File: src/rtl/dcache_fill_fsm_if.sv
// Handshake bundle between the data cache miss-fill controller, the cache arrays and main memory.
// The slave modport is the controller; the master modport is the cache/memory side.
interface dcache_fill_fsm_if #(
   parameter int unsigned ADDR_W      = 16,
   parameter int unsigned BLOCK_WORDS = 8
) ();
   localparam int unsigned OFF_W = $clog2(BLOCK_WORDS);

   logic              miss_detected;
   logic [ADDR_W-1:0] miss_address;
   logic [15:0]       memory_data;
   logic              memory_data_valid;
   logic              fsm_busy;
   logic              mem_read_en;
   logic [ADDR_W-1:0] memory_address;
   logic              write_data_array;
   logic [15:0]       fill_data;
   logic [OFF_W-1:0]  fill_word_offset;
   logic              write_tag_array;

   modport slave (
      input  miss_detected, miss_address, memory_data, memory_data_valid,
      output fsm_busy, mem_read_en, memory_address, write_data_array, fill_data,
             fill_word_offset, write_tag_array
   );

   modport master (
      output miss_detected, miss_address, memory_data, memory_data_valid,
      input  fsm_busy, mem_read_en, memory_address, write_data_array, fill_data,
             fill_word_offset, write_tag_array
   );
endinterface

File: src/rtl/dcache_fill_fsm.sv
// Data cache miss-fill controller: streams one block from main memory, one request per cycle,
// writes each returned word into its slot and pulses the tag write after the last word.
module dcache_fill_fsm #(
   parameter int unsigned BLOCK_WORDS = 8,
   parameter int unsigned ADDR_W      = 16
) (
   input  logic            clk,
   input  logic            rst_n,
   dcache_fill_fsm_if.slave bus
);
   localparam int unsigned OFF_W  = $clog2(BLOCK_WORDS);
   localparam int unsigned BASE_W = ADDR_W - OFF_W - 1;

   typedef enum logic {StIdle, StFill} state_e;

   state_e            state_q, state_d;
   logic [BASE_W-1:0] base_q, base_d;
   logic [OFF_W:0]    issue_q, issue_d;
   logic [OFF_W-1:0]  recv_q, recv_d;
   logic              issue_done;
   logic [OFF_W-1:0]  issue_word;

   always_ff @(posedge clk or negedge rst_n) begin
      if (!rst_n) begin
         state_q <= StIdle;
         base_q  <= '0;
         issue_q <= '0;
         recv_q  <= '0;
      end else begin
         state_q <= state_d;
         base_q  <= base_d;
         issue_q <= issue_d;
         recv_q  <= recv_d;
      end
   end

   always_comb begin
      state_d  = state_q;
      base_d   = base_q;
      issue_d  = issue_q;
      recv_d   = recv_q;

      issue_done = issue_q[OFF_W];
      // Once all requests are out, the address sticks at the last word of the block.
      issue_word = issue_done ? '1 : issue_q[OFF_W-1:0];

      bus.fsm_busy         = 1'b0;
      bus.mem_read_en      = 1'b0;
      bus.memory_address   = '0;
      bus.write_data_array = 1'b0;
      bus.fill_data        = '0;
      bus.fill_word_offset = '0;
      bus.write_tag_array  = 1'b0;

      unique case (state_q)
         StIdle: begin
            if (bus.miss_detected) begin
               base_d  = bus.miss_address[ADDR_W-1:OFF_W+1];
               issue_d = '0;
               recv_d  = '0;
               state_d = StFill;
            end
         end
         StFill: begin
            bus.fsm_busy = 1'b1;
            // Concatenation keeps every request inside the block, even at the top of memory.
            bus.memory_address = {base_q, issue_word, 1'b0};
            if (!issue_done) begin
               bus.mem_read_en = 1'b1;
               issue_d         = issue_q + (OFF_W+1)'(1);
            end
            if (bus.memory_data_valid) begin
               bus.write_data_array = 1'b1;
               bus.fill_data        = bus.memory_data;
               bus.fill_word_offset = recv_q;
               recv_d               = recv_q + OFF_W'(1);
               if (recv_q == '1) begin
                  bus.write_tag_array = 1'b1;
                  state_d             = StIdle;
               end
            end
         end
         default: state_d = StIdle;
      endcase
   end
endmodule

File: src/flat_wrapper.sv
// flat-port wrapper written by rule: the top's interface ports become plain ports
module dcache_fill_fsm_flat 
#(
   parameter int unsigned BLOCK_WORDS = 8,
   parameter int unsigned ADDR_W      = 16
)
  (clk, rst_n, bus_miss_detected, bus_miss_address, bus_memory_data, bus_memory_data_valid, bus_fsm_busy, bus_mem_read_en, bus_memory_address, bus_write_data_array, bus_fill_data, bus_fill_word_offset, bus_write_tag_array);
  dcache_fill_fsm_if #(.ADDR_W(ADDR_W), .BLOCK_WORDS(BLOCK_WORDS)) bus_i ();
  input  logic clk;
  input  logic rst_n;
  input wire logic [$bits(bus_i.miss_detected)-1:0] bus_miss_detected;
  input wire logic [$bits(bus_i.miss_address)-1:0] bus_miss_address;
  input wire logic [$bits(bus_i.memory_data)-1:0] bus_memory_data;
  input wire logic [$bits(bus_i.memory_data_valid)-1:0] bus_memory_data_valid;
  output wire logic [$bits(bus_i.fsm_busy)-1:0] bus_fsm_busy;
  output wire logic [$bits(bus_i.mem_read_en)-1:0] bus_mem_read_en;
  output wire logic [$bits(bus_i.memory_address)-1:0] bus_memory_address;
  output wire logic [$bits(bus_i.write_data_array)-1:0] bus_write_data_array;
  output wire logic [$bits(bus_i.fill_data)-1:0] bus_fill_data;
  output wire logic [$bits(bus_i.fill_word_offset)-1:0] bus_fill_word_offset;
  output wire logic [$bits(bus_i.write_tag_array)-1:0] bus_write_tag_array;
  assign bus_i.miss_detected = bus_miss_detected;
  assign bus_i.miss_address = bus_miss_address;
  assign bus_i.memory_data = bus_memory_data;
  assign bus_i.memory_data_valid = bus_memory_data_valid;
  assign bus_fsm_busy = bus_i.fsm_busy;
  assign bus_mem_read_en = bus_i.mem_read_en;
  assign bus_memory_address = bus_i.memory_address;
  assign bus_write_data_array = bus_i.write_data_array;
  assign bus_fill_data = bus_i.fill_data;
  assign bus_fill_word_offset = bus_i.fill_word_offset;
  assign bus_write_tag_array = bus_i.write_tag_array;
  dcache_fill_fsm #(.BLOCK_WORDS(BLOCK_WORDS), .ADDR_W(ADDR_W)) u_core (.clk(clk), .rst_n(rst_n), .bus(bus_i));
endmodule
File: config.mk
export PLATFORM = sky130hd
export DESIGN_NAME = dcache_fill_fsm_flat
export DESIGN_NICKNAME = d
export VERILOG_FILES = /design/src/rtl/dcache_fill_fsm_if.sv /design/src/rtl/dcache_fill_fsm.sv /design/src/flat_wrapper.sv
export SDC_FILE = /design/constraint.sdc
export NUM_CORES = 1
export LEC_CHECK = 0
export CAP_MARGIN = 0
export CORE_MARGIN = 2
export CORE_UTILIZATION = 33
export DETAILED_ROUTE_END_ITERATION = 10
export PLACE_DENSITY = 0.87
export SLEW_MARGIN = 20
export SYNTH_ARGS = -nofsm -noshare
export SYNTH_HDL_FRONTEND = slang
export SYNTH_SLANG_ARGS = --single-unit
File: constraint.sdc
create_clock -name clk -period 1.21 [get_ports clk]
set_input_delay 0.363 -clock clk [delete_from_list [all_inputs] [get_ports clk]]
set_output_delay 0.363 -clock clk [all_outputs]
set_load 0.005 [all_outputs]
==> reports/results.txt <==
max incr delay on CP = 480 ps
Power Density = 2070 nW/um^2
Post-synth EDFFs = 0
Crit Path Category = register to primary output
die area = 4120 um^2
min-delay worst type = input port to async pin
Layout Skew = 9.30 ps
period utilization = 140%
Via Count = 1168
CTS tree = done
DRC violations left = 0
Crit-path slowest cell = dfrtp_2
worst hold slack = 388 ps
io pins = 75
Worst-path clk slew = 120 ps
area delta synth->final = 92.1%
total grt overflow = 0
Top FF cell, synth = dfrtp_1
Leak Pwr = 1.14 nW
Die Y = 64.2 um
top cells by count, synth = and3_1, dfrtp_1, and2_1
CTS max path bufs = 2
ant diodes = 0
critical path buffer and inverter count = 3
wire length of the first global-routing pass = 5840 um
Clk Latency, worst-skew pair = 300 ps
setup violators final = 52
vias in the first global route = 1245
Critical Path AT = 1340 ps
crit-path cells = buf_12 -> buf_12 -> and3_1 -> buf_2
Mapped Nets = 151
DPL Wire Length = 2460 um
Synth async-reset ratio = 100%
Root Driver = clkbuf_4
CTS Sinks = 20
Cell Area, Synth = 1190 um^2
DRT Wirelength = 3570 um
status = complete, but fails checks
dominant cell type by area after synthesis = dfrtp_1
Vias/cell = 4.69
WL/cell = 14.3 um
Core Footprint = 3420 um^2
Yosys top cell area share = 41.9%
Mean Syn Cell Area = 10.7 um^2
largest net degree at the start of global routing = 21
Final nets = 243
GR Util All Layers = 17.7%
Final Hold Fails = 0
Cell variety after synth = 27
Initial Util = 35.0%
Cell Rows = 21
maximum vdd drop = 0.00130 V
total number of yosys warnings = 0
crit path time final = 1700 ps
Antenna Nets Post-Route = 0
top fanout value on the critical path = 16
maxcap violations = 0
GP Congestion = 0.701
setup TNS = -18850 ps
Synth Register Bits = 20
main area contributors after synthesis = dfrtp_1, mux2_4, and3_1
I/O Buffers = 69
critical path's top delay family = flip-flops
Overall Power = 4.76 mW
H-tree depth = 1
Max Clock Freq = 589 MHz
share of layout cells above drive strength 1 = 52.7%
chip width = 64.2 um
cts bufs inserted = 3
Worst setup SP type = register
final core occ = 67.2%
worst path required time = 850 ps
pins over their slew limit = 0
Critical Path Sink Type = primary output
Initial DRT Pass Iterations = 6
unrepaired setup endpoints after global routing = yes
Final Worst Setup Slack = -488 ps
Gate Count Post-Synth = 112
initial antenna violation count = 0
initial drt markers = 18
post-synthesis sequential area ratio = 41.9%
violated checks = setup timing
cell mode on critical path = buf_12
-- final timing paths --
| kind | from | end | depth (start not counted) | slack (ps) |
|---|---|---|---|---|
| min reg2reg | u_core.base_q[6] | u_core.base_q[6] | 1 | 540 |
| max in group asynchronous | rst_n | u_core.state_q | 2 | 680 |
| max reg2reg | u_core.state_q | u_core.base_q[10] | 5 | -260 |
| max | u_core.state_q | bus_fill_word_offset[1] | 4 | -490 |
| min in group clk | u_core.base_q[6] | u_core.base_q[6] | 1 | 540 |
| min | rst_n | u_core.base_q[2] | 2 | 390 |
-- stage by stage --
step           std cells  instance area (um^2)  setup WS (ps)
2_1_floorplan        112                  1210          -25.4
6_report             249                  2300           -488
3_5_place_dp         235                  2080           -865
4_1_cts              248                  2210           -480
5_1_grt              249                  2300           -545
3_3_place_gp         235                  2080           -840
-- power by group --
part	total [mW]	switching, mW	leakage [nW]	internal [mW]
sequential	1.24	0.241	0.238	1.00
combinational	3.14	1.03	0.877	2.11
clock	0.385	0.202	0.0210	0.183
total	4.76	1.47	1.14	3.29
-- layout make-up --
class | count | area [um^2]
multi-input cells | 81 | 731
well taps | 46 | 57.6
clock buffers | 4 | 36.3
fillers | 256 | 1120
inverters | 1 | 6.26
repair buffers | 97 | 963
flip-flops and latches | 20 | 502
-- repair_timing --
item                                    in CTS  in global routing
pin swaps                                    3                  5
gates resized for setup                    180                 21
hold buffers                                 0                  0
gates cloned                                 2                  0
endpoints found under the setup margin      53                 55
setup buffers                                7                  5
-- registers in the layout (all words and copies together) (netlist names) --
signal          flops
u_core.recv_q       3
u_core.state_q      1
u_core.base_q      12
u_core.issue_q      4
-- cell usage in the layout (no fill, tap or decap), types with 3 or more instances in the layout --
master and count:
clkdlybuf4s50_1 30, buf_6 27, dfrtp_1 19, buf_2 18
and3_1 14, mux2_4 12, buf_4 12, and2_4 11
nor2_1 8, and3_4 6, buf_12 6, nand2b_1 3
mux2i_1 3, o22ai_1 3, clkbuf_4 3, dlygate4sd2_1 3
-- cell families (layout without fill, tap and decap cells) --
family,count (synthesis),after routing,synth area share (%)
and+or+nand+nor,52,52,26.4
DFF,20,20,41.9
muxes,15,15,17.0
buffers and inverters,11,102,5.44
AOI/OAI and AO/OA,8,8,4.40
adders and majority gates,3,3,3.14
xor gates and xnor gates,2,2,1.47
other,1,1,0.314
-- layer usage --
| layer | global-route usage (%) | wire [um] | vias up |
|---|---|---|---|
| met5 | 0 | 0 | - |
| met4 | 3.19 | 8 | 0 |
| met3 | 4.40 | 258 | 2 |
| met2 | 29.2 | 1820 | 47 |
| met1 | 23.6 | 1480 | 555 |
| li1 | - | - | 564 |
Note: power is estimated with default switching activity, not from simulation.
